**src/rtl/binary_tree_split_ctrl_if.sv**
```systemverilog
// Request/valve bus of the binary splitter-tree dispenser.
// Optional abort port pair exists only when BINARY_TREE_SPLIT_ABORT_EN is defined.
interface binary_tree_split_ctrl_if #(
  parameter int DEPTH = 4,
  parameter int VOL_W = 16
);
  localparam int NODES = (1 << DEPTH) - 1;

  logic             req_valid;
  logic             req_ready;
  logic [DEPTH-1:0] req_outlet;
  logic [VOL_W-1:0] req_volume;
  logic [NODES-1:0] valve_a;
  logic [NODES-1:0] valve_b;
  logic             src_en;
  logic             busy;
  logic             done;
`ifdef BINARY_TREE_SPLIT_ABORT_EN
  logic             abort;
  logic             aborted;
`endif

  // Requester side
  modport master (
    output req_valid, req_outlet, req_volume,
`ifdef BINARY_TREE_SPLIT_ABORT_EN
    output abort,
    input  aborted,
`endif
    input  req_ready, valve_a, valve_b, src_en, busy, done
  );

  // Sequencer side
  modport slave (
    input  req_valid, req_outlet, req_volume,
`ifdef BINARY_TREE_SPLIT_ABORT_EN
    input  abort,
    output aborted,
`endif
    output req_ready, valve_a, valve_b, src_en, busy, done
  );
endinterface

```
**src/rtl/binary_tree_split_ctrl.sv**
```systemverilog
// Binary splitter-tree dispense sequencer: routes one source to one of 2^DEPTH
// outlets, settles, pumps for 'volume' cycles, settles again, then pulses done.
// Optional abort support is enabled with BINARY_TREE_SPLIT_ABORT_EN.
module binary_tree_split_ctrl #(
  parameter int DEPTH  = 4,
  parameter int VOL_W  = 16,
  parameter int SETTLE = 2
) (
  input logic                      clk,
  input logic                      rst_n,
  binary_tree_split_ctrl_if.slave  bus
);
  localparam int NODES = (1 << DEPTH) - 1;
  localparam int CNT_W = (VOL_W > 8) ? VOL_W : 8;
  localparam int NW    = DEPTH + 1;
  localparam int WIDE  = 1 << NW;
  localparam logic [CNT_W-1:0] SETTLE_M1 = CNT_W'(SETTLE - 1);

  typedef enum logic [2:0] {
    S_IDLE     = 3'd0,
    S_ROUTE    = 3'd1,
    S_DISPENSE = 3'd2,
    S_CLOSE    = 3'd3,
    S_DONE     = 3'd4
  } state_t;

  // Walk the heap from the root; returns {valve_b, valve_a}. Scratch vectors are
  // 2^(DEPTH+1) wide so the child index never runs past the vector.
  function automatic logic [2*NODES-1:0] path_decode(input logic [DEPTH-1:0] outlet);
    logic [WIDE-1:0]  a_v;
    logic [WIDE-1:0]  b_v;
    logic [NW-1:0]    node;
    logic [DEPTH-1:0] o;
    a_v  = '0;
    b_v  = '0;
    node = '0;
    o    = outlet;
    for (int k = 0; k < DEPTH; k++) begin
      if (o[DEPTH-1] == 1'b0) begin
        a_v[node] = 1'b1;
        node      = {node[NW-2:0], 1'b0} + NW'(1);
      end else begin
        b_v[node] = 1'b1;
        node      = {node[NW-2:0], 1'b0} + NW'(2);
      end
      o = o << 1;
    end
    return {b_v[NODES-1:0], a_v[NODES-1:0]};
  endfunction

  state_t           state_q, state_d;
  logic [CNT_W-1:0] cnt_q, cnt_d;
  logic [DEPTH-1:0] outlet_q, outlet_d;
  logic [VOL_W-1:0] volume_q, volume_d;
  logic [NODES-1:0] valve_a_q, valve_a_d;
  logic [NODES-1:0] valve_b_q, valve_b_d;
  logic             src_en_q, src_en_d;
  logic             busy_q, busy_d;
  logic             done_q, done_d;
  logic             ready_q, ready_d;
  logic [2*NODES-1:0] path_s;
  logic             accept_s;
  logic             abort_s;
  logic             open_s;

  assign accept_s = bus.req_valid && ready_q;

`ifdef BINARY_TREE_SPLIT_ABORT_EN
  logic abrt_q, abrt_d;
  logic aborted_q, aborted_d;

  assign abort_s     = bus.abort;
  assign bus.aborted = aborted_q;

  // Remember that the current request was cut short, and flag it on its done cycle.
  always_comb begin
    abrt_d = abrt_q;
    if (accept_s) begin
      abrt_d = 1'b0;
    end else if (abort_s && ((state_q == S_ROUTE) || (state_q == S_DISPENSE))) begin
      abrt_d = 1'b1;
    end else begin
      abrt_d = abrt_q;
    end
    aborted_d = (state_d == S_DONE) && abrt_d;
  end

  // Abort bookkeeping registers.
  always_ff @(posedge clk) begin
    if (!rst_n) begin
      abrt_q    <= 1'b0;
      aborted_q <= 1'b0;
    end else begin
      abrt_q    <= abrt_d;
      aborted_q <= aborted_d;
    end
  end
`else
  assign abort_s = 1'b0;
`endif

  // Next-state, counter and captured-request logic; outputs derive from state_d
  // so the registered outputs line up with the state they belong to.
  always_comb begin
    state_d  = state_q;
    cnt_d    = cnt_q;
    outlet_d = outlet_q;
    volume_d = volume_q;
    case (state_q)
      S_IDLE: begin
        if (accept_s) begin
          state_d  = S_ROUTE;
          cnt_d    = SETTLE_M1;
          outlet_d = bus.req_outlet;
          volume_d = bus.req_volume;
        end else begin
          state_d = S_IDLE;
        end
      end
      S_ROUTE: begin
        if (abort_s) begin
          state_d = S_CLOSE;
          cnt_d   = SETTLE_M1;
        end else if (cnt_q == '0) begin
          if (volume_q == '0) begin
            state_d = S_CLOSE;
            cnt_d   = SETTLE_M1;
          end else begin
            state_d = S_DISPENSE;
            cnt_d   = CNT_W'(volume_q) - CNT_W'(1);
          end
        end else begin
          cnt_d = cnt_q - CNT_W'(1);
        end
      end
      S_DISPENSE: begin
        if (abort_s || (cnt_q == '0)) begin
          state_d = S_CLOSE;
          cnt_d   = SETTLE_M1;
        end else begin
          cnt_d = cnt_q - CNT_W'(1);
        end
      end
      S_CLOSE: begin
        if (cnt_q == '0) begin
          state_d = S_DONE;
        end else begin
          cnt_d = cnt_q - CNT_W'(1);
        end
      end
      S_DONE: begin
        state_d = S_IDLE;
      end
      default: begin
        state_d = S_IDLE;
      end
    endcase

    path_s    = path_decode(outlet_d);
    open_s    = (state_d == S_ROUTE) || (state_d == S_DISPENSE) || (state_d == S_CLOSE);
    valve_a_d = open_s ? path_s[NODES-1:0]       : '0;
    valve_b_d = open_s ? path_s[2*NODES-1:NODES] : '0;
    src_en_d  = (state_d == S_DISPENSE);
    done_d    = (state_d == S_DONE);
    busy_d    = (state_d != S_IDLE);
    ready_d   = (state_d == S_IDLE);
  end

  // State, counter, captured request and registered outputs.
  always_ff @(posedge clk) begin
    if (!rst_n) begin
      state_q   <= S_IDLE;
      cnt_q     <= '0;
      outlet_q  <= '0;
      volume_q  <= '0;
      valve_a_q <= '0;
      valve_b_q <= '0;
      src_en_q  <= 1'b0;
      busy_q    <= 1'b0;
      done_q    <= 1'b0;
      ready_q   <= 1'b1;
    end else begin
      state_q   <= state_d;
      cnt_q     <= cnt_d;
      outlet_q  <= outlet_d;
      volume_q  <= volume_d;
      valve_a_q <= valve_a_d;
      valve_b_q <= valve_b_d;
      src_en_q  <= src_en_d;
      busy_q    <= busy_d;
      done_q    <= done_d;
      ready_q   <= ready_d;
    end
  end

  assign bus.req_ready = ready_q;
  assign bus.valve_a   = valve_a_q;
  assign bus.valve_b   = valve_b_q;
  assign bus.src_en    = src_en_q;
  assign bus.busy      = busy_q;
  assign bus.done      = done_q;
endmodule

```
**src/flat_wrapper.sv**
```systemverilog
// flat-port wrapper written by rule: the top's interface ports become plain ports
module binary_tree_split_ctrl_flat 
#(
  parameter int DEPTH  = 4,
  parameter int VOL_W  = 16,
  parameter int SETTLE = 2
)
  (clk, rst_n, bus_req_valid, bus_req_outlet, bus_req_volume, bus_req_ready, bus_valve_a, bus_valve_b, bus_src_en, bus_busy, bus_done);
  binary_tree_split_ctrl_if #(.DEPTH(DEPTH), .VOL_W(VOL_W)) bus_i ();
  input logic clk;
  input logic rst_n;
  input wire logic [$bits(bus_i.req_valid)-1:0] bus_req_valid;
  input wire logic [$bits(bus_i.req_outlet)-1:0] bus_req_outlet;
  input wire logic [$bits(bus_i.req_volume)-1:0] bus_req_volume;
  output wire logic [$bits(bus_i.req_ready)-1:0] bus_req_ready;
  output wire logic [$bits(bus_i.valve_a)-1:0] bus_valve_a;
  output wire logic [$bits(bus_i.valve_b)-1:0] bus_valve_b;
  output wire logic [$bits(bus_i.src_en)-1:0] bus_src_en;
  output wire logic [$bits(bus_i.busy)-1:0] bus_busy;
  output wire logic [$bits(bus_i.done)-1:0] bus_done;
  assign bus_i.req_valid = bus_req_valid;
  assign bus_i.req_outlet = bus_req_outlet;
  assign bus_i.req_volume = bus_req_volume;
  assign bus_req_ready = bus_i.req_ready;
  assign bus_valve_a = bus_i.valve_a;
  assign bus_valve_b = bus_i.valve_b;
  assign bus_src_en = bus_i.src_en;
  assign bus_busy = bus_i.busy;
  assign bus_done = bus_i.done;
  binary_tree_split_ctrl #(.DEPTH(DEPTH), .VOL_W(VOL_W), .SETTLE(SETTLE)) u_core (.clk(clk), .rst_n(rst_n), .bus(bus_i));
endmodule
```
**config.mk**
```make
export PLATFORM = sky130hd
export DESIGN_NAME = binary_tree_split_ctrl_flat
export DESIGN_NICKNAME = d
export VERILOG_FILES = /design/src/rtl/binary_tree_split_ctrl_if.sv /design/src/rtl/binary_tree_split_ctrl.sv /design/src/flat_wrapper.sv
export SDC_FILE = /design/constraint.sdc
export NUM_CORES = 1
export LEC_CHECK = 0
export ABC_AREA = 0
export CORE_ASPECT_RATIO = 0.75
export CORE_MARGIN = 2
export CORE_UTILIZATION = 50
export CTS_BUF_LIST = sky130_fd_sc_hd__clkbuf_8
export DETAILED_ROUTE_END_ITERATION = 12
export PLACE_DENSITY = 0.79
export SLEW_MARGIN = 15
export SYNTH_ARGS = -nofsm -noshare
export SYNTH_HDL_FRONTEND = slang
export SYNTH_SLANG_ARGS = --single-unit
```
**constraint.sdc**
```tcl
create_clock -name clk -period 4 [get_ports clk]
set_clock_uncertainty 0.15 [all_clocks]
set_input_delay 0.8 -clock clk [delete_from_list [all_inputs] [get_ports clk]]
set_output_delay 0.8 -clock clk [all_outputs]
set_load 0.02 [all_outputs]
```
==> results.py <==
metrics = {
    "clock_network": {
        "postCtsHoldBufs": 0,
        "clk_path_buf_depth": 2,
        "tritoncts": "done",
        "clock-root-buffer": "clkbuf_8",
        "post_cts_buffers": 0,
        "clk_latency_ns": 0.36,
        "cts_buffers": 9,
        "cts_sinks": 73,
        "htree_levels": 3,
        "clkTransAtPathRegs_ns": 0.08,
    },
    "setup_path": {
        "cp.arrival_ns": 3.66,
        "crit_type": "input port to flop",
        "required_ns": 4.14,
        "cp-end-kind": "flop",
        "cp_max_fo": 7,
        "start_kind": "input port",
    },
    "power_and_ir_drop": {
        "ir_drop_mv": 0.2749,
        "power_density_nw_per_um2": 805.0,
        "leakage_nw": 1.653,
    },
    "placed_design": {
        "place_area_um2": 4096,
        "dpl.cell_count": 537,
        "gp_congestion": 0.9207,
        "dp_hpwl_um": 5977,
        "io_buffers": 56,
    },
    "logic_synthesis": {
        "synth_top_cell_by_area": "dfxtp_1",
        "seq_area_frac_synth": 0.4266,
        "synth.area.top_cells": "dfxtp_1 43%, nand2_1 6.1%, nor2_1 5.5%, ha_1 4.0%, a21boi_0 3.7%",
        "synthArstFlopShare": 0,
        "netlist_instances": 404,
        "avgSynthCellArea_um2": 8.480,
        "synth.distinct_cells": 56,
        "synth-seq-cells": 73,
        "dominantRegCellSynth": "dfxtp_1",
        "syn_area_um2": 3426,
        "synth_top_area_share": 0.4266,
        "synth_edf_count": 0,
        "synth_fp_nets": 438,
        "ys_warn_count": 0,
    },
    "sta": {
        "setup_viol": 0,
        "finalCriticalPeriod_ns": 3.529,
        "slew_viol_final": 0,
        "fin_crit_sh": 0.8822,
        "slew_headroom": 0.4773,
        "worst_slew_pin_slew_ns": 0.7622,
        "hold_viol": 0,
        "rsz0062_at_grt": "false",
        "setup_tns_ns": 0,
        "hold_ws_ns": 0.3441,
        "max_freq_mhz": 283.4,
    },
    "outcome": {
        "status": "finished clean",
    },
    "global_route": {
        "grt_max_degree": 24,
        "grt-ovfl-total": 0,
        "antenna_found_initial": 0,
        "globalRouteTotalUtil": 0.2309,
        "grt_pass1_vias": 2825,
        "grt_pass1_wl_um": 13460,
    },
    "routing": {
        "firstDrtPassIters": 5,
        "wirelength_um": 8142,
        "vias": 3091,
        "first_iter_violations": 194,
        "drc": 0,
        "wl_per_cell_um": 14.72,
        "vias_per_cell": 5.590,
        "ant_nets": 0,
    },
    "layout": {
        "design_area_um2": 4302,
        "fin_util": 0.6388,
        "nets": 498,
        "drive_gt1_frac": 0.08742,
        "num_antenna_cells": 0,
        "fillCellCount": 575,
        "syn_to_final_growth_pct": 25.57,
        "fin_cells": 553,
    },
    "floorplanning": {
        "start_util": 0.5087,
        "die_w_um": 99.58,
        "dieArea_um2": 7537,
        "io_pins": 57,
        "rows": 26,
        "design.core.area_um2": 6734,
        "dieHeight_um": 75.69,
    },
    "job": {
        "maxCapViolations": 0,
    },
    "hold_path": {
        "hold_class": "flop to flop",
    },
}
power breakdown:
group / internal [mW] / switching, mW
clock: 0.293 / 0.299
combinational: 0.713 / 1.09
sequential: 0.898 / 0.167
total: 1.90 / 1.56
Yosys cell counts (4+ instances only):
| cell type | instances |
|---|---|
| nand2b_1 | 5 |
| inv_1 | 12 |
| o211ai_1 | 4 |
| ha_1 | 11 |
| nor3_1 | 19 |
| nor2b_1 | 7 |
| clkbuf_1 | 14 |
| xnor2_1 | 10 |
| nand3b_1 | 5 |
| a31oi_1 | 7 |
| nand2_1 | 56 |
| xor2_1 | 5 |
| dfxtp_1 | 73 |
| o21ai_1 | 6 |
| nor4_1 | 8 |
| o21ai_0 | 12 |
| and3_1 | 4 |
| nor2_1 | 50 |
| nand3_1 | 7 |
| a21oi_1 | 15 |
| a21boi_0 | 17 |
routing by layer:
metal,GRT usage,vias to the layer above,routed length (um)
li1,-,1526,-
met1,0.3235,1447,4072
met4,0.09741,0,149
met3,0.05138,16,465
met2,0.3483,102,3455
met5,0,-,0
worst max-delay path: stages:
cell             delay, ns
clkdlybuf4s50_1       0.50
nand4bb_1             0.16
nand2b_1              0.22
mux2i_1               0.28
ha_1                  0.26
inv_1                 0.07
ha_1                  0.33
nor2b_1               0.06
o22ai_1               0.10
nor3b_2               0.25
nor2b_1               0.22
nand2_1               0.19
nor3_1                0.22
final cells by class:
cell class              count  area (um^2)  share of cell area
clock inverters             7        76.32             0.01774
well taps                  84        105.1             0.02443
flip-flops and latches     73         1461              0.3397
clock buffers               9        123.9             0.02880
inverters                  12        45.04             0.01047
repair buffers             67        643.1              0.1495
multi-input cells         301         1847              0.4293
state kept, by name, indices dropped and copies added, names as in the netlist:
register and count:
u_core.bus.busy 1, u_core.state_q 3, u_core.bus.valve_a 15, u_core.bus.done 1
u_core.bus.valve_b 15, u_core.outlet_q 4, u_core.bus.req_ready 1, u_core.cnt_q 16
u_core.volume_q 16, u_core.bus.src_en 1
kinds of logic after synthesis:
| family | count (synthesis) | share of synthesized area |
|---|---|---|
| compound gates | 87 | 0.1742 |
| mux | 5 | 0.01534 |
| flops | 73 | 0.4266 |
| buf+inv | 30 | 0.03579 |
| xor+xnor | 15 | 0.03835 |
| simple gates | 183 | 0.2695 |
| fa+ha+maj | 11 | 0.04017 |
layout by cell type (no fill, tap or decap), types with 6 or more instances in the layout:
cell	Yosys	layout
a21oi_1	15	15
xnor2_1	10	10
inv_1	12	12
ha_1	11	11
nand3_1	7	7
a31oi_1	7	7
o21ai_1	6	6
nor2b_1	7	7
dfxtp_1	73	73
a21boi_0	17	17
clkdlybuf4s50_1	0	56
nor4_1	8	8
nand2_1	56	56
nor3_1	19	19
nor2_1	50	50
o21ai_0	12	12
clkbuf_8	0	9
buf_4	0	11
stage by stage:
stage,total power [mW],setup WS (ns)
after CTS,3.445,0.3730
after detailed placement,2.845,0.005705
final,3.463,0.4713
after global placement,2.794,0.1674
after global routing,3.718,0.1604
after floorplan,2.357,0.1260
final timing paths:
| kind | from | to | slack, ns | cells past startpoint |
|---|---|---|---|---|
| max | bus_req_valid | u_core.bus.valve_a[11] | 0.47 | 13 |
| min | u_core.volume_q[11] | u_core.volume_q[11] | 0.34 | 2 |
| max reg2reg | u_core.state_q[1] | u_core.bus.valve_a[11] | 0.77 | 12 |
| min reg2reg | u_core.volume_q[11] | u_core.volume_q[11] | 0.34 | 2 |
repair_timing:
item / in CTS / in global routing
hold endpoints to repair: 0 / 0
resized for setup: 0 / 1
setup endpoints to repair: 0 / 4
(Power assumes the default switching activity.)
